$ cat src/rtl/ps2_scan_code_receiver_pkg.sv
// Shared constants and types for the PS/2 scan-code receiver.
// Prefix byte values, the receive FSM encoding and the odd-parity helper.
`timescale 1ns/1ps
package ps2_pkg;

    localparam logic [7:0] PS2_BREAK       = 8'hF0;
    localparam logic [7:0] PS2_EXTEND      = 8'hE0;
    localparam int         FRAME_DATA_BITS = 8;

    typedef enum logic [1:0] {
        IDLE   = 2'd0,
        DATA   = 2'd1,
        PARITY = 2'd2,
        STOP   = 2'd3
    } rx_state_t;

    // True when data bits plus the parity bit contain an odd number of ones.
    function automatic logic odd_parity_ok(input logic [7:0] data, input logic par);
        return (^data) ^ par;
    endfunction

endpackage

$ cat src/rtl/ps2_scan_code_receiver_if.sv
// Bundle of the PS/2 line inputs and the decoded key-event outputs.
// The receiver uses the slave modport; the keyboard side / consumer uses master.
`timescale 1ns/1ps
interface ps2_scan_code_receiver_if;
    import ps2_pkg::*;

    logic       ps2_clk;
    logic       ps2_data;
    logic [7:0] scan_code;
    logic       scan_valid;
    logic       key_release;
    logic       extended;
    logic       frame_error;
    rx_state_t  rx_state;

    // No backpressure: scan_valid, key_release and frame_error are one-cycle
    // strobes the consumer must sample every cycle; scan_code and extended are
    // stable while a strobe is high and hold their value until the next event.
    modport master (
        output ps2_clk, ps2_data,
        input  scan_code, scan_valid, key_release, extended, frame_error, rx_state
    );

    modport slave (
        input  ps2_clk, ps2_data,
        output scan_code, scan_valid, key_release, extended, frame_error, rx_state
    );

endinterface

$ cat src/rtl/ps2_scan_code_receiver_sync_edge.sv
// Synchronizes the raw PS/2 clock and data lines into the system clock domain
// and flags the cycle on which the synchronized PS/2 clock falls.
`timescale 1ns/1ps
module ps2_sync_edge #(
    parameter int SYNC_STAGES = 2
) (
    input  logic clock,
    input  logic rst_n,
    input  logic ps2_clk,
    input  logic ps2_data,
    output logic data_sync,
    output logic fall_pulse
);

    logic [SYNC_STAGES-1:0] clk_pipe;
    logic [SYNC_STAGES-1:0] data_pipe;
    logic                   clk_prev;

    // Lines idle high, so reset to 1 to avoid a false edge after reset.
    always_ff @(posedge clock or negedge rst_n) begin
        if (!rst_n) begin
            clk_pipe  <= '1;
            data_pipe <= '1;
            clk_prev  <= 1'b1;
        end else begin
            clk_pipe  <= {clk_pipe[SYNC_STAGES-2:0], ps2_clk};
            data_pipe <= {data_pipe[SYNC_STAGES-2:0], ps2_data};
            clk_prev  <= clk_pipe[SYNC_STAGES-1];
        end
    end

    assign data_sync  = data_pipe[SYNC_STAGES-1];
    assign fall_pulse = clk_prev & ~clk_pipe[SYNC_STAGES-1];

endmodule

$ cat src/rtl/ps2_scan_code_receiver.sv
// PS/2 keyboard frame receiver: deserializes frames, checks parity/stop/timeout
// and folds F0/E0 prefixes into key_release/extended on a single event pulse.
`timescale 1ns/1ps
module ps2_scan_code_receiver
    import ps2_pkg::*;
#(
    parameter int TIMEOUT_CYCLES = 50000,
    parameter int SYNC_STAGES    = 2
) (
    input  logic                      clock,
    input  logic                      reset_n,
    ps2_scan_code_receiver_if.slave   bus
);

    localparam int              CNT_W    = $clog2(TIMEOUT_CYCLES + 1);
    localparam logic [CNT_W-1:0] CNT_LAST = CNT_W'(TIMEOUT_CYCLES - 1);
    localparam logic [2:0]      LAST_BIT = 3'(FRAME_DATA_BITS - 1);

    logic [1:0] rst_pipe;
    logic       rst_n;

    // Reset asserts asynchronously and releases on a clock edge.
    always_ff @(posedge clock or negedge reset_n) begin
        if (!reset_n) rst_pipe <= 2'b00;
        else          rst_pipe <= {rst_pipe[0], 1'b1};
    end
    assign rst_n = rst_pipe[1];

    logic data_sync;
    logic fall_pulse;

    ps2_sync_edge #(
        .SYNC_STAGES (SYNC_STAGES)
    ) u_sync_edge (
        .clock      (clock),
        .rst_n      (rst_n),
        .ps2_clk    (bus.ps2_clk),
        .ps2_data   (bus.ps2_data),
        .data_sync  (data_sync),
        .fall_pulse (fall_pulse)
    );

    rx_state_t        state, next_state;
    logic [2:0]       bit_cnt;
    logic [7:0]       shift_reg;
    logic             parity_ok;
    logic [CNT_W-1:0] timeout_cnt;

    logic start_en, shift_en, parity_en, stop_ok, stop_bad, timeout_hit;

    always_ff @(posedge clock or negedge rst_n) begin
        if (!rst_n) state <= IDLE;
        else        state <= next_state;
    end

    always_comb begin
        next_state  = state;
        start_en    = 1'b0;
        shift_en    = 1'b0;
        parity_en   = 1'b0;
        stop_ok     = 1'b0;
        stop_bad    = 1'b0;
        timeout_hit = 1'b0;
        case (state)
            IDLE: begin
                if (fall_pulse && !data_sync) begin
                    start_en   = 1'b1;
                    next_state = DATA;
                end
            end
            DATA: begin
                if (fall_pulse) begin
                    shift_en = 1'b1;
                    if (bit_cnt == LAST_BIT) next_state = PARITY;
                end
            end
            PARITY: begin
                if (fall_pulse) begin
                    parity_en  = 1'b1;
                    next_state = STOP;
                end
            end
            STOP: begin
                if (fall_pulse) begin
                    next_state = IDLE;
                    if (data_sync && parity_ok) stop_ok  = 1'b1;
                    else                        stop_bad = 1'b1;
                end
            end
            default: next_state = IDLE;
        endcase
        // A stalled partial frame is abandoned; a falling edge always wins.
        if (state != IDLE && !fall_pulse && timeout_cnt == CNT_LAST) begin
            timeout_hit = 1'b1;
            next_state  = IDLE;
            shift_en    = 1'b0;
            parity_en   = 1'b0;
        end
    end

    always_ff @(posedge clock or negedge rst_n) begin
        if (!rst_n) begin
            bit_cnt     <= 3'd0;
            shift_reg   <= 8'h00;
            parity_ok   <= 1'b0;
            timeout_cnt <= '0;
        end else begin
            if (start_en)      bit_cnt <= 3'd0;
            else if (shift_en) bit_cnt <= bit_cnt + 3'd1;
            if (shift_en)  shift_reg <= {data_sync, shift_reg[7:1]};
            if (parity_en) parity_ok <= odd_parity_ok(shift_reg, data_sync);
            if (fall_pulse || state == IDLE) timeout_cnt <= '0;
            else if (timeout_cnt != CNT_LAST) timeout_cnt <= timeout_cnt + CNT_W'(1);
        end
    end

    // Frame result stage: gives the one-cycle gap between the stop edge and
    // the registered outputs.
    logic       rx_done, rx_err, rx_timeout;
    logic [7:0] rx_byte;

    always_ff @(posedge clock or negedge rst_n) begin
        if (!rst_n) begin
            rx_done    <= 1'b0;
            rx_err     <= 1'b0;
            rx_timeout <= 1'b0;
            rx_byte    <= 8'h00;
        end else begin
            rx_done    <= stop_ok;
            rx_err     <= stop_bad | timeout_hit;
            rx_timeout <= timeout_hit;
            if (stop_ok) rx_byte <= shift_reg;
        end
    end

    logic [7:0] scan_code;
    logic       scan_valid, key_release, extended, frame_error;
    logic       break_pending, ext_pending;

    always_ff @(posedge clock or negedge rst_n) begin
        if (!rst_n) begin
            scan_code     <= 8'h00;
            scan_valid    <= 1'b0;
            key_release   <= 1'b0;
            extended      <= 1'b0;
            frame_error   <= 1'b0;
            break_pending <= 1'b0;
            ext_pending   <= 1'b0;
        end else begin
            scan_valid  <= 1'b0;
            key_release <= 1'b0;
            frame_error <= rx_err;
            if (rx_timeout) begin
                break_pending <= 1'b0;
                ext_pending   <= 1'b0;
            end else if (rx_done) begin
                if (rx_byte == PS2_BREAK) begin
                    break_pending <= 1'b1;
                end else if (rx_byte == PS2_EXTEND) begin
                    ext_pending <= 1'b1;
                end else begin
                    scan_code     <= rx_byte;
                    extended      <= ext_pending;
                    key_release   <= break_pending;
                    scan_valid    <= ~break_pending;
                    break_pending <= 1'b0;
                    ext_pending   <= 1'b0;
                end
            end
        end
    end

    assign bus.scan_code   = scan_code;
    assign bus.scan_valid  = scan_valid;
    assign bus.key_release = key_release;
    assign bus.extended    = extended;
    assign bus.frame_error = frame_error;
    assign bus.rx_state    = state;

endmodule

$ cat src/flat_wrapper.sv
// flat-port wrapper written by rule: the top's interface ports become plain ports
module ps2_scan_code_receiver_flat import ps2_pkg::*;
#(
    parameter int TIMEOUT_CYCLES = 50000,
    parameter int SYNC_STAGES    = 2
)
  (clock, reset_n, bus_ps2_clk, bus_ps2_data, bus_scan_code, bus_scan_valid, bus_key_release, bus_extended, bus_frame_error, bus_rx_state);
  ps2_scan_code_receiver_if bus_i ();
  input  logic clock;
  input  logic reset_n;
  input wire logic [$bits(bus_i.ps2_clk)-1:0] bus_ps2_clk;
  input wire logic [$bits(bus_i.ps2_data)-1:0] bus_ps2_data;
  output wire logic [$bits(bus_i.scan_code)-1:0] bus_scan_code;
  output wire logic [$bits(bus_i.scan_valid)-1:0] bus_scan_valid;
  output wire logic [$bits(bus_i.key_release)-1:0] bus_key_release;
  output wire logic [$bits(bus_i.extended)-1:0] bus_extended;
  output wire logic [$bits(bus_i.frame_error)-1:0] bus_frame_error;
  output wire logic [$bits(bus_i.rx_state)-1:0] bus_rx_state;
  assign bus_i.ps2_clk = bus_ps2_clk;
  assign bus_i.ps2_data = bus_ps2_data;
  assign bus_scan_code = bus_i.scan_code;
  assign bus_scan_valid = bus_i.scan_valid;
  assign bus_key_release = bus_i.key_release;
  assign bus_extended = bus_i.extended;
  assign bus_frame_error = bus_i.frame_error;
  assign bus_rx_state = bus_i.rx_state;
  ps2_scan_code_receiver #(.TIMEOUT_CYCLES(TIMEOUT_CYCLES), .SYNC_STAGES(SYNC_STAGES)) u_core (.clock(clock), .reset_n(reset_n), .bus(bus_i));
endmodule
$ cat config.mk
export PLATFORM = sky130hd
export DESIGN_NAME = ps2_scan_code_receiver_flat
export DESIGN_NICKNAME = d
export VERILOG_FILES = /design/src/rtl/ps2_scan_code_receiver_pkg.sv /design/src/rtl/ps2_scan_code_receiver_if.sv /design/src/rtl/ps2_scan_code_receiver_sync_edge.sv /design/src/rtl/ps2_scan_code_receiver.sv /design/src/flat_wrapper.sv
export SDC_FILE = /design/constraint.sdc
export NUM_CORES = 1
export LEC_CHECK = 0
export CAP_MARGIN = 30
export CORE_MARGIN = 2
export CORE_UTILIZATION = 60
export CTS_CLUSTER_SIZE = 8
export DETAILED_ROUTE_END_ITERATION = 10
export HOLD_SLACK_MARGIN = 0.06
export MAX_ROUTING_LAYER = met4
export PLACE_DENSITY = 0.81
export SLEW_MARGIN = 40
export SYNTH_ARGS = -nofsm -noshare
export SYNTH_HDL_FRONTEND = slang
export SYNTH_SLANG_ARGS = --single-unit
$ cat constraint.sdc
create_clock -name clock -period 4.3 [get_ports clock]
set_input_delay 0.86 -clock clock [delete_from_list [all_inputs] [get_ports clock]]
set_output_delay 0.86 -clock clock [all_outputs]
set_load 0.005 [all_outputs]
=== Word level (Yosys, flattened, before mapping) ===
Index checks and enable logic that the tools add are counted.

* Register bits: 62
* Bits in latches: 0
* RAM bits: 0
* Bits in read-only memories: 0
* Input bits: 4
* Logic and storage cells: 103
* Memories: 0

* $add $sub $neg: 2
* Multiply operators: 0
* Div/mod/pow operators: 0
* $lt $le $gt $ge: 0
* Eq/ne operators: 15
* Shift-type cells: 0
* Muxes and demuxes: 41
* Bitwise logic cells: 8
* Reductions and logical operators: 17

{| class="wikitable"
|+ Operators by type and width
! cell !! number
|-
| 16-bit two-way mux || 2
|-
| 1-bit two-way mux || 30
|-
| 3-bit by 1-bit != test with 1-bit output (second input constant) || 6
|-
| 16-bit by 1-bit adder with 16-bit output (second input constant) || 1
|-
| 16-bit equality test (second input constant) || 1
|-
| 8-bit equality test (second input constant) || 2
|-
| 16-bit != test (second input constant) || 1
|-
| 2-bit two-way mux || 6
|-
| 2-bit one-hot mux with 4 select lines || 1
|-
| 2-bit nonzero test || 4
|-
| 8-bit XOR reduction || 1
|-
| 3-bit two-way mux || 2
|-
| 1-bit inverter || 5
|-
| 5-bit AND reduction || 1
|-
| 2-bit equality test (second input constant) || 2
|-
| 1-bit logical AND || 4
|-
| 2-bit AND reduction || 2
|-
| 4-bit AND reduction || 1
|-
| 3-bit by 1-bit adder with 3-bit output (second input constant) || 1
|-
| 3-bit equality test (second input constant) || 1
|-
| 2-bit by 1-bit equality test with 1-bit output (second input constant) || 1
|-
| 1-bit logical NOT || 2
|-
| 2-bit logical NOT || 1
|-
| 2-bit by 1-bit != test with 1-bit output (second input constant) || 1
|-
| other kinds (4) || 4
|}

=== Longest topological paths before layout ===
Gate-level depths: netlist (run 1).

* Word-level depth: 8
* Gate-level depth with buffers: 7

=== Modules after synthesis ===
Synthesis (run 1) repeated with hierarchy kept, for this count alone.

* Cells, all modules: 237
* Area, all modules: 2705.1 µm²

{| class="wikitable"
|+ Modules (own cells, without submodules)
! module !! instances !! cells an instance !! area an instance (µm²)
|-
| ps2_scan_code_receiver || 1 || 231 || 2560.0
|-
| ps2_sync_edge || 1 || 6 || 145.1
|}

=== Least setup slack after synthesis (run 1) ===
OpenSTA, ideal clock, no wires.

* Kind: register to register
* Start point: reg u_core.timeout_cnt[7]
* End point: reg u_core.state[1], in the netlist u_core.bus.rx_state[1]
* Setup time: 121 ps
* Data arrival time: 1853 ps
* Required time: 4179 ps
* Slack: 2326 ps
* Stages on the path, launching flop included: 6
* Cells stage by stage: dfrtp_1 or4b_4 nor4b_4 or2b_1 nand3_2 o2bb2ai_1

* Word-level cells in the longest chain between the ends: 4

{| class="wikitable"
|+ Ends and longest elaborated chain
! element !! line !! text
|-
| start, declared || ps2_scan_code_receiver.sv:47 || <nowiki>logic [CNT_W-1:0] timeout_cnt;</nowiki>
|-
| start signal, assigned || ps2_scan_code_receiver.sv:113 || <nowiki>else if (timeout_cnt != CNT_LAST) timeout_cnt <= timeout_cnt + CNT_W'(1);</nowiki>
|-
| 16-bit equality test * || ps2_scan_code_receiver.sv:93 || <nowiki>if (state != IDLE && !fall_pulse && timeout_cnt == CNT_LAST) begin</nowiki>
|-
| 1-bit logical AND * || ps2_scan_code_receiver.sv:93 ||
|-
| 3-bit by 1-bit != test with 1-bit output (no line) || - ||
|-
| 5-bit AND reduction (no line) || - ||
|-
| end signal, assigned || ps2_scan_code_receiver.sv:53 || <nowiki>else state <= next_state;</nowiki>
|-
| end, declared || ps2_scan_code_receiver.sv:43 || <nowiki>rx_state_t state, next_state;</nowiki>
|}

Every way passes the cells marked *; elsewhere a longest branch is shown, timed or not.
A chain may end at the register's enable or synchronous reset.

=== Worst setup path in the final report (run 1) ===
Ends and elaborated chain as after synthesis.

==> key figures, run 1 <==
Clock network
  – CTS clock-pin slew for the worst setup and hold paths: 0.07 ns
  – TritonCTS Buffers: 9
  – Post-CTS setup buffers: 0
  – Root buffer cell: clkbuf_8
  – Max clock buf depth: 2
  – CTS resizes: 0
  – CTS tree: yes
  – Clk sinks: 62
  – H-tree Lvls: 3
  – Worst-Skew Late Latency: approximately 0.33 ns
  – Hold Buf Count CTS: 0

Yosys
  – Area leader, netlist: dfrtp_1
  – Post-Synth Adder-Cell Area: 3.28%
  – Seq/Total Area, Yosys: 58.4%
  – Library cells used by synthesis: 39
  – Number of enable flip-flop cells after synthesis: 0
  – Largest family of logic cells by synthesized area: simple AND/OR/NAND/NOR gates
  – Syn Inst Count: 233
  – Synth top area share: ~53%
  – Yosys warnings: 0
  – Mux cell area share after synthesis: between 7 and 8%
  – Syn Std Cell Area: 2670 um^2
  – Total nets after synthesis: about 240
  – Synth top area cells: dfrtp_1 (53%), mux2_2 (7.2%), dfstp_2 (4.9%)
  – Syn Area/Cell: approximately 11 um^2
  – Asr flop ratio synth: 100%
  – Post-Synth XOR/XNOR Area: around 6.6%
  – Post-synthesis sequential element count: 62
  – Dominant synthesized flop cell: dfrtp_1
  – Compound-Gate Fraction of Synth Area: ~4.2%
  – Most common cell in the synthesized netlist: dfrtp_1
  – Synth cell count leaders: dfrtp_1 (57), nand2_1 (33), nor2_1 (24)
  – Simple-gate portion of the synthesized area: 18.2%

Global route
  – Antenna violations before repair: 0
  – All-Layer GR Usage: about 21%
  – Largest net degree at the start of global routing: 33
  – Vias in the first global route: 1665
  – First-pass GRT wire length: 7630 um
  – Gr ovfl total: 0

Detailed routing
  – Avg WL per Cell: around 14 um
  – DRC: 0
  – Met3 WL: 143 um
  – DR vias: about 1700
  – DR top layer: met4
  – WL final: between 4000 and 5000 um
  – Vias/cell: roughly 5.4
  – Antenna Nets Post-Route: 0
  – Initial drt markers: 83
  – Wire length on met2: 2070 um
  – Met1 Wirelength: roughly 2000 um
  – Pre-antenna DRT Iters: 4

Worst setup path
  – Crit end category: register
  – Worst Path Arrival: roughly 2.4 ns
  – Required time worst endpoint: approximately 4.5 ns
  – Crit path max fanout: 10
  – Critical-path cell list: or4b_4 -> nor4b_4 -> or2b_1 -> nand3_2 -> o2bb2ai_1
  – CP startpoint kind: register
  – Worst path slowest cell: or4b_4
  – Class of the most critical setup path: reg2reg
  – Critical Path Max Stage Delay: a little under 0.6 ns

STA
  – Final setup violation count: 0
  – RSZ-0062 raised after global routing: false
  – Clk_skew: 0.00979 ns
  – Final Max Slew Viols: 0
  – Final min period: roughly 2.1 ns
  – Least-Margin Pin Slew: 0.614 ns
  – Relative slew slack: around 60%
  – F_max: 466 MHz
  – Hold Vio Cnt, Final: 0
  – Sum Neg Setup Slack: 0 ns
  – Period utilization: 50.0%

Cells and area
  – Diodes inserted: 0
  – Final Net Count: between 200 and 300
  – Largest Register: u_core.timeout_cnt
  – Synth-to-layout area growth: 15.4%
  – Layout cells sized above 1: 16.3%
  – Finished Core Util: between 70% and 80%
  – Max reg flops: 16
  – Fillers: 314

Placed design
  – HPWL after DPL: a little under 3000 um
  – Routability cong.: between 0.8 and 0.9
  – I/O Buffers: 17

Min path
  – HP Class: reg2async

Die
  – Die H: between 70 and 80 um
  – Rows: 24
  – Total die area: 4990 um^2
  – Initial core utilization: between 60% and 70%
  – I/O pin count: 18
  – Die width: 70.7 um
  – Core area: between 4000 and 5000 um^2

Power
  – Cell area power density: just over 500 nW/um^2
  – Max IR drop VDD: roughly 0.34 mV
  – Leakage: approximately 1.5 nW

Flow run
  – Maxcap violations: 0

Run status
  – Status: completed
placed cells by master (no fill, tap or decap), drive strengths merged, types with 4 or more instances in the layout:
master and instances:
and3 4, clkbuf 15, clkdlybuf4s50 17, dfrtp 57, dfstp 5, ha 7
inv 7, mux2 17, nand2 33, nand3 7, nand4 7, nor2 24
o21ai 6, xnor2 10, xor2 10
logic make-up after synthesis:
| kind of cell | Yosys count |
|---|---|
| compound gates | 17 |
| flops | 62 |
| simple gates | 96 |
| xor+xnor | 20 |
| mux | 18 |
| other cells | 1 |
| fa+ha+maj | 7 |
| buf+inv | 12 |
stage by stage:
| stage | power (mW) | setup slack (ns) | hold slack (ns) | area, um^2 | cells |
|---|---|---|---|---|---|
| after floorplan | 1.04 | 2.33 | 0.331 | 2670 | 233 |
| after global placement | 1.12 | 2.23 | 0.297 | 2900 | 299 |
| after detailed placement | 1.14 | 2.17 | 0.305 | 2900 | 299 |
| after CTS | 1.61 | 2.15 | 0.298 | 3080 | 315 |
| after global routing | 1.70 | 2.01 | 0.340 | 3080 | 315 |
| final | 1.59 | 2.15 | 0.274 | 3080 | 315 |
power breakdown:
| group | total [mW] | switching, mW | internal (mW) |
|---|---|---|---|
| registers | 0.750 | 0.0824 | 0.667 |
| logic | 0.383 | 0.184 | 0.198 |
| clock network | 0.462 | 0.205 | 0.256 |
critical path: cells and delay by family (launching register included):
family	cells	cell delay [ns]
AND/OR/NAND/NOR	4	1.51
AO/OA/AOI/OAI	1	0.08
flip-flops	1	0.44
final cells by class:
cell class                 count  area (um^2)  share of cell area (%)
clock inverter                 1         5.00                   0.163
clock buffer                  15          176                    5.73
sequential                    62         1560                    50.7
tap                           52         65.1                    2.11
multi-input combinational    159         1060                    34.6
inverter                       8         30.0                   0.976
timing repair buffer          18          178                    5.77
path summary, 6_finish.rpt:
path	startpoint	depth (start not counted)	slack (ns)	endpoint
min in group clock	u_core.rst_pipe[0]$_DFF_PN0_	0	0.35	u_core.rst_pipe[1]$_DFF_PN0_
hold / removal	u_core.rst_pipe[1]$_DFF_PN0_	0	0.27	u_core.shift_reg[6]$_DFFE_PN0P_
max in group asynchronous	u_core.rst_pipe[1]$_DFF_PN0_	1	3.15	u_core.u_sync_edge.clk_pipe[0]$_DFF_PN1_
setup reg to reg	u_core.timeout_cnt[7]$_DFFE_PN0P_	5	2.15	u_core.bus.rx_state[1]$_DFFE_PN0P_
setup / recovery	u_core.timeout_cnt[7]$_DFFE_PN0P_	5	2.15	u_core.bus.rx_state[1]$_DFFE_PN0P_
hold reg to reg	u_core.rst_pipe[1]$_DFF_PN0_	0	0.27	u_core.shift_reg[6]$_DFFE_PN0P_
metal layers:
metal	up-vias	GRT usage, %
met3	9	5.27
met2	30	31.7
li1	841	-
met4	0	11.3
met1	828	25.2
met5	-	-
Note: power is estimated with default switching activity, not from simulation.
==> run 2: changes to the inputs <==
--- a/config.mk
+++ b/config.mk
@@ -7,12 +7,12 @@
 export LEC_CHECK = 0
 export CAP_MARGIN = 30
 export CORE_MARGIN = 2
-export CORE_UTILIZATION = 60
+export CORE_UTILIZATION = 58
 export CTS_CLUSTER_SIZE = 8
 export DETAILED_ROUTE_END_ITERATION = 10
 export HOLD_SLACK_MARGIN = 0.06
 export MAX_ROUTING_LAYER = met4
-export PLACE_DENSITY = 0.81
+export PLACE_DENSITY = 0.79
 export SLEW_MARGIN = 40
 export SYNTH_ARGS = -nofsm -noshare
 export SYNTH_HDL_FRONTEND = slang
==> constraint.sdc (replaced) <==
create_clock -name clock -period 2.2 [get_ports clock]
set_input_delay 0.44 -clock clock [delete_from_list [all_inputs] [get_ports clock]]
set_output_delay 0.44 -clock clock [all_outputs]
set_load 0.005 [all_outputs]
==> run 2 against run 1 <==
Clock power is 100% higher. First-iteration DRC count rose by 45%. Register-to-register slack got worse by 1.9 ns. Power up 97%. Via count is 0.88% lower. Critical endpoint is now u_core.timeout_cnt[1]$_DFFE_PN0P_. Largest cell class unchanged.
==> key figures, run 2 (synthesis gave the netlist of run 1 again) <==
Run status
  – Status: completed (unchanged)

Clock network
  – TritonCTS Buffers: 9 (unchanged)
  – H-tree Lvls: 3 (unchanged)
  – Worst-Skew Late Latency: 0.33 ns (about the same)
  – Hold Buf Count CTS: 0 (unchanged)
  – CTS tree: yes (unchanged)
  – CTS clock-pin slew for the worst setup and hold paths: 0.06 ns (was 0.07 ns)
  – Root buffer cell: clkbuf_8 (unchanged)
  – Post-CTS setup buffers: 0 (unchanged)
  – CTS resizes: 0 (unchanged)
  – Clk sinks: 62 (unchanged)
  – Max clock buf depth: 2 (unchanged)

Placed design
  – Routability cong.: 0.866 (was 0.850)
  – I/O Buffers: 17 (unchanged)
  – HPWL after DPL: 2860 um (was 2900 um)
  – Post-DP Area: 2920 um^2 (was 2900 um^2)

Global route
  – Vias in the first global route: 1723 (was 1665)
  – Largest net degree at the start of global routing: 61 (was 33)
  – Gr ovfl total: 0 (unchanged)
  – All-Layer GR Usage: 20.4% (was 20.6%)
  – Antenna violations before repair: 0 (unchanged)
  – First-pass GRT wire length: 7730 um (was 7630 um)

Die
  – Initial core utilization: 60.8% (was 61.7%)
  – Die H: 71.8 um (was 70.7 um)
  – I/O pin count: 18 (unchanged)
  – Total die area: 5160 um^2 (was 4990 um^2)
  – Die width: 71.8 um (was 70.7 um)
  – Rows: 24 (unchanged)
  – Core area: 4380 um^2 (was 4320 um^2)

Cells and area
  – Commonest non-fill, non-tap cell in the layout: dfrtp_1 (unchanged)
  – Synth-to-layout area growth: 16.5% (was 15.4%)
  – Final Net Count: 270 (was 269)
  – Max reg flops: 16 (unchanged)
  – Diodes inserted: 0 (unchanged)
  – Largest Register: u_core.timeout_cnt (unchanged)
  – Layout cells sized above 1: 16.7% (was 16.3%)
  – Finished Core Util: 70.9% (was 71.2%)
  – Fillers: 329 (was 314)
  – Most frequent cells in the layout: dfrtp_1 (56), nand2_1 (33), nor2_1 (24) (unchanged)
  – Design area: 3110 um^2 (was 3080 um^2)

STA
  – Period utilization: 89.9% (was 50.0%)
  – Clk_skew: 0.00727 ns (was 0.00979 ns)
  – RSZ-0062 raised after global routing: false (unchanged)
  – Sum Neg Setup Slack: 0 ns (unchanged)
  – Final min period: 1.98 ns (was 2.15 ns)
  – Final Max Slew Viols: 0 (unchanged)
  – Final setup violation count: 0 (unchanged)
  – F_max: 506 MHz (was 466 MHz)
  – Hold Vio Cnt, Final: 0 (unchanged)

Worst setup path
  – Critical Path Max Stage Delay: 0.58 ns (about the same)
  – Reg2Reg Depth: 5 (unchanged)
  – Worst path slowest cell: or4b_4 (unchanged)
  – Required time worst endpoint: 2.41 ns (was 4.51 ns)
  – R2r setup slk: 0.22 ns (was 2.15 ns)
  – Critical-path cell list: or4b_4 -> nor4b_4 -> buf_4 -> mux2i_1 -> nor2_1 (was or4b_4 -> nor4b_4 -> or2b_1 -> nand3_2 -> o2bb2ai_1)
  – CP delay by family, top: simple AND/OR/NAND/NOR gates (unchanged)
  – Class of the most critical setup path: reg2reg (unchanged)
  – Buf/Inv on CP: 1 (was 0)
  – Reg-to-Reg Start: u_core.timeout_cnt[7]$_DFFE_PN0P_ (unchanged)
  – Critical Path Source: u_core.timeout_cnt[7]$_DFFE_PN0P_ (unchanged)
  – RR Endpoint: u_core.timeout_cnt[1]$_DFFE_PN0P_ (was u_core.bus.rx_state[1]$_DFFE_PN0P_)
  – Worst Path Arrival: 2.18 ns (was 2.36 ns)
  – CP startpoint kind: register (unchanged)
  – Crit path max fanout: 6 (was 10)
  – Crit end category: register (unchanged)

Detailed routing
  – Pre-antenna DRT Iters: 4 (unchanged)
  – Initial drt markers: 120 (was 83)
  – Avg WL per Cell: 13.5 um (was 13.6 um)
  – Antenna Nets Post-Route: 0 (unchanged)
  – Vias/cell: 5.36 (was 5.42)
  – DRC: 0 (unchanged)
  – WL final: 4260 um (was 4290 um)
  – DR vias: 1693 (was 1708)

Power
  – Cell area power density: 1010 nW/um^2 (was 518 nW/um^2)
  – Max IR drop VDD: 0.479 mV (was 0.338 mV)
  – Leakage: 1.47 nW (was 1.45 nW)
  – Final total power: 3.14 mW (was 1.59 mW)

Flow run
  – Maxcap violations: 0 (unchanged)

Min path
  – HP Class: reg2async (unchanged)
==> run 2: worst register-to-register path, stage by stage, from the launching register on <==
cell     delay (ns)
dfrtp_1        0.46
or4b_4         0.59
nor4b_4        0.37
buf_4          0.21
mux2i_1        0.18
nor2_1         0.05
==> run 2: cell type report <==
class | count | area, um^2 | share of cell area (%)
Tap cell | 52 | 65.1 | 2.09
Timing Repair Buffer | 19 | 198 | 6.36
Sequential cell | 62 | 1560 | 50.2
Clock buffer | 16 | 190 | 6.12
Multi-Input combinational cell | 159 | 1060 | 34.3
Inverter | 8 | 30.0 | 0.967
==> run 2: routing by layer <==
layer,vias to the layer above,track usage [%],part of all wire (%)
li1,837,-,-
met1,820,23.8,45
met2,28,32.1,49
met3,8,6.75,4.2
met4,0,9.22,1.6
met5,-,-,0
==> run 2: through the flow <==
step	hold slack, ns	cells	setup slack [ns]
detailed placement	0.277	300	0.242
global route	0.251	316	0.129
floorplan	0.144	233	0.226
CTS	0.260	316	0.215
finish	0.239	316	0.223
global placement	0.276	300	0.294
==> run 2: worst max-delay path by stage <==
stage                                                     to  slack (ns)  cells after the start
after global placement     u_core.timeout_cnt[1]$_DFFE_PN0P_        0.29                      5
after floorplan           u_core.bus.rx_state[1]$_DFFE_PN0P_        0.23                      5
after CTS                  u_core.timeout_cnt[1]$_DFFE_PN0P_        0.22                      5
final                      u_core.timeout_cnt[1]$_DFFE_PN0P_        0.22                      5
after detailed placement   u_core.timeout_cnt[1]$_DFFE_PN0P_        0.24                      5
after global routing       u_core.timeout_cnt[1]$_DFFE_PN0P_        0.13                      5
==> run 2: report_power, final <==
part / internal (mW) / total, mW / switching, mW
registers: 1.30 / 1.46 / 0.153
clock network: 0.534 / 0.928 / 0.394
logic: 0.389 / 0.758 / 0.369
total: 2.23 / 3.14 / 0.916
==> run 3: changes to the inputs <==
--- a/config.mk
+++ b/config.mk
@@ -5,9 +5,11 @@
 export SDC_FILE = /design/constraint.sdc
 export NUM_CORES = 1
 export LEC_CHECK = 0
-export CAP_MARGIN = 30
+export ABC_CLOCK_PERIOD_IN_PS = 2200
+export CAP_MARGIN = 20
 export CORE_MARGIN = 2
 export CORE_UTILIZATION = 58
+export CTS_BUF_LIST = sky130_fd_sc_hd__clkbuf_16
 export CTS_CLUSTER_SIZE = 8
 export DETAILED_ROUTE_END_ITERATION = 10
 export HOLD_SLACK_MARGIN = 0.06
==> run 3 against run 2 <==
Sequential share of layout area fell by 0.97 points. First-iteration DRC count rose by 23%. Flip-flop and latch count is the same. Final area is 2.0% higher. Highest routed layer unchanged. Largest cell class unchanged. Sequential power about the same. Critical endpoint unchanged. Clock power grew 26%. Worst setup slack improved by 0.0060 ns.
==> key figures, run 3 (synthesis gave the netlist of run 1 again) <==
Run status
  – Status: completed (unchanged)

Die
  – Initial core utilization: 60.8% (unchanged)
  – I/O pin count: 18 (unchanged)
  – Die width: 71.8 um (unchanged)
  – Core area: 4380 um^2 (unchanged)
  – Die H: 71.8 um (unchanged)
  – Rows: 24 (unchanged)
  – Total die area: 5160 um^2 (unchanged)

Placed design
  – Post-DP Area: 2920 um^2 (unchanged)
  – Routability cong.: 0.866 (unchanged)
  – HPWL after DPL: 2860 um (unchanged)
  – I/O Buffers: 17 (unchanged)
  – Dpl cells: 300 (unchanged)
  – Place WS: 0.242 ns (unchanged)

Global route
  – First-pass GRT wire length: 7730 um (about the same)
  – Gr ovfl total: 0 (unchanged)
  – Vias in the first global route: 1713 (was 1723)
  – All-Layer GR Usage: 20.3% (was 20.4%)
  – Largest net degree at the start of global routing: 61 (unchanged)
  – Antenna violations before repair: 0 (unchanged)

Cells and area
  – Largest Register: u_core.timeout_cnt (unchanged)
  – Most frequent cells in the layout: dfrtp_1 (56), nand2_1 (33), nor2_1 (24) (unchanged)
  – Commonest non-fill, non-tap cell in the layout: dfrtp_1 (unchanged)
  – Design area: 3170 um^2 (was 3110 um^2)
  – Diodes inserted: 0 (unchanged)
  – Layout cells sized above 1: 15.2% (was 16.7%)
  – Final Non-Filler Cells: 316 (unchanged)
  – Final Net Count: 270 (unchanged)
  – Synth-to-layout area growth: 18.8% (was 16.5%)
  – Max reg flops: 16 (unchanged)

STA
  – Final setup violation count: 0 (unchanged)
  – F_max: 507 MHz (was 506 MHz)
  – Setup ws final: 0.229 ns (was 0.223 ns)
  – Clk_skew: 0.00630 ns (was 0.00727 ns)
  – RSZ-0062 raised after global routing: false (unchanged)
  – Sum Neg Setup Slack: 0 ns (unchanged)
  – Final Max Slew Viols: 0 (unchanged)
  – Period utilization: 89.6% (was 89.9%)
  – Final min period: 1.97 ns (was 1.98 ns)
  – Hold Vio Cnt, Final: 0 (unchanged)

Clock network
  – Post-CTS setup buffers: 0 (unchanged)
  – Clk sinks: 62 (unchanged)
  – Worst-Skew Late Latency: 0.32 ns (was 0.33 ns)
  – Root buffer cell: clkbuf_16 (was clkbuf_8)
  – TritonCTS Buffers: 9 (unchanged)
  – Max clock buf depth: 2 (unchanged)
  – Hold Buf Count CTS: 0 (unchanged)
  – CTS tree: yes (unchanged)
  – CTS resizes: 0 (unchanged)
  – CTS clock-pin slew for the worst setup and hold paths: 0.05 ns (was 0.06 ns)
  – H-tree Lvls: 3 (unchanged)

Min path
  – HP Class: reg2async (unchanged)

Flow run
  – Maxcap violations: 0 (unchanged)

Detailed routing
  – DR vias: 1694 (was 1693)
  – Avg WL per Cell: 13.4 um (was 13.5 um)
  – Antenna Nets Post-Route: 0 (unchanged)
  – Vias/cell: 5.36 (about the same)
  – WL final: 4250 um (was 4260 um)
  – DRC: 0 (unchanged)
  – Initial drt markers: 147 (was 120)
  – Pre-antenna DRT Iters: 4 (unchanged)

Power
  – Max IR drop VDD: 0.480 mV (was 0.479 mV)
  – Leakage: 1.50 nW (was 1.47 nW)
  – Cell area power density: 1070 nW/um^2 (was 1010 nW/um^2)

Worst setup path
  – Required time worst endpoint: 2.39 ns (was 2.41 ns)
  – Buf/Inv on CP: 1 (unchanged)
  – Critical Path Max Stage Delay: 0.58 ns (about the same)
  – Class of the most critical setup path: reg2reg (unchanged)
  – CP startpoint kind: register (unchanged)
  – CP delay by family, top: simple AND/OR/NAND/NOR gates (unchanged)
  – Crit path max fanout: 6 (unchanged)
  – Worst path slowest cell: or4b_4 (unchanged)
  – Worst Path Arrival: 2.16 ns (was 2.18 ns)
  – Critical-path cell list: or4b_4 -> nor4b_4 -> buf_4 -> mux2i_1 -> nor2_1 (unchanged)
  – Crit end category: register (unchanged)
==> run 3: cell count changes in the layout (fill, tap and decap cells not counted) <==
cell,before,now
clkbuf_1,3,0
clkbuf_8,13,0
clkinv_1,1,5
inv_1,7,10
clkbuf_16,0,9
==> run 3: final timing paths <==
path / start / to / slack [ns] / cells past startpoint
setup / recovery: u_core.timeout_cnt[7]$_DFFE_PN0P_ / u_core.timeout_cnt[1]$_DFFE_PN0P_ / 0.23 / 5
hold reg to reg: u_core.rst_pipe[1]$_DFF_PN0_ / u_core.rx_byte[7]$_DFFE_PN0P_ / 0.24 / 1
max in group asynchronous: u_core.rst_pipe[1]$_DFF_PN0_ / u_core.u_sync_edge.clk_prev$_DFF_PN1_ / 1.64 / 1
setup reg to reg: u_core.timeout_cnt[7]$_DFFE_PN0P_ / u_core.timeout_cnt[1]$_DFFE_PN0P_ / 0.23 / 5
hold / removal: u_core.rst_pipe[1]$_DFF_PN0_ / u_core.rx_byte[7]$_DFFE_PN0P_ / 0.24 / 1
min in group clock: u_core.rx_err$_DFF_PN0_ / u_core.bus.frame_error$_DFF_PN0_ / 0.35 / 0
==> run 3: worst reg2reg max path: stages, from the launching register on <==
cell     delay [ns]
dfrtp_1        0.45
or4b_4         0.58
nor4b_4        0.37
buf_4          0.21
mux2i_1        0.18
nor2_1         0.05
==> run 3: where the power goes <==
| part | internal, mW | leakage [nW] | switching (mW) |
|---|---|---|---|
| registers | 1.31 | 0.827 | 0.153 |
| logic | 0.389 | 0.543 | 0.371 |
| clock network | 0.730 | 0.133 | 0.442 |
| total | 2.43 | 1.50 | 0.965 |
==> run 3: layout make-up <==
| type | count | area, um^2 |
|---|---|---|
| Clock buffer | 9 | 225 |
| Timing Repair Buffer | 19 | 198 |
| Clock inverter | 7 | 26.3 |
| Sequential cell | 62 | 1560 |
| Inverter | 8 | 30.0 |
| Multi-Input combinational cell | 159 | 1060 |
| Tap cell | 52 | 65.1 |
| Fill cell | 323 | 1220 |
==> run 3: through the flow <==
stage          power [mW]  hold slack, ns  utilization [%]
2_1_floorplan        2.04           0.144                -
4_1_cts              3.42           0.280             72.3
6_report             3.39           0.244             72.3
5_1_grt              3.58           0.277             72.3
3_3_place_gp         2.20           0.276             66.5
3_5_place_dp         2.24           0.277             66.5
==> run 3: metal layers <==
metal	up-vias	track usage, %	wire length [um]
met5	-	-	0
met4	0	9.85	74
met3	10	5.91	152
met2	26	31.6	2050
met1	817	24.4	1980
li1	841	-	-
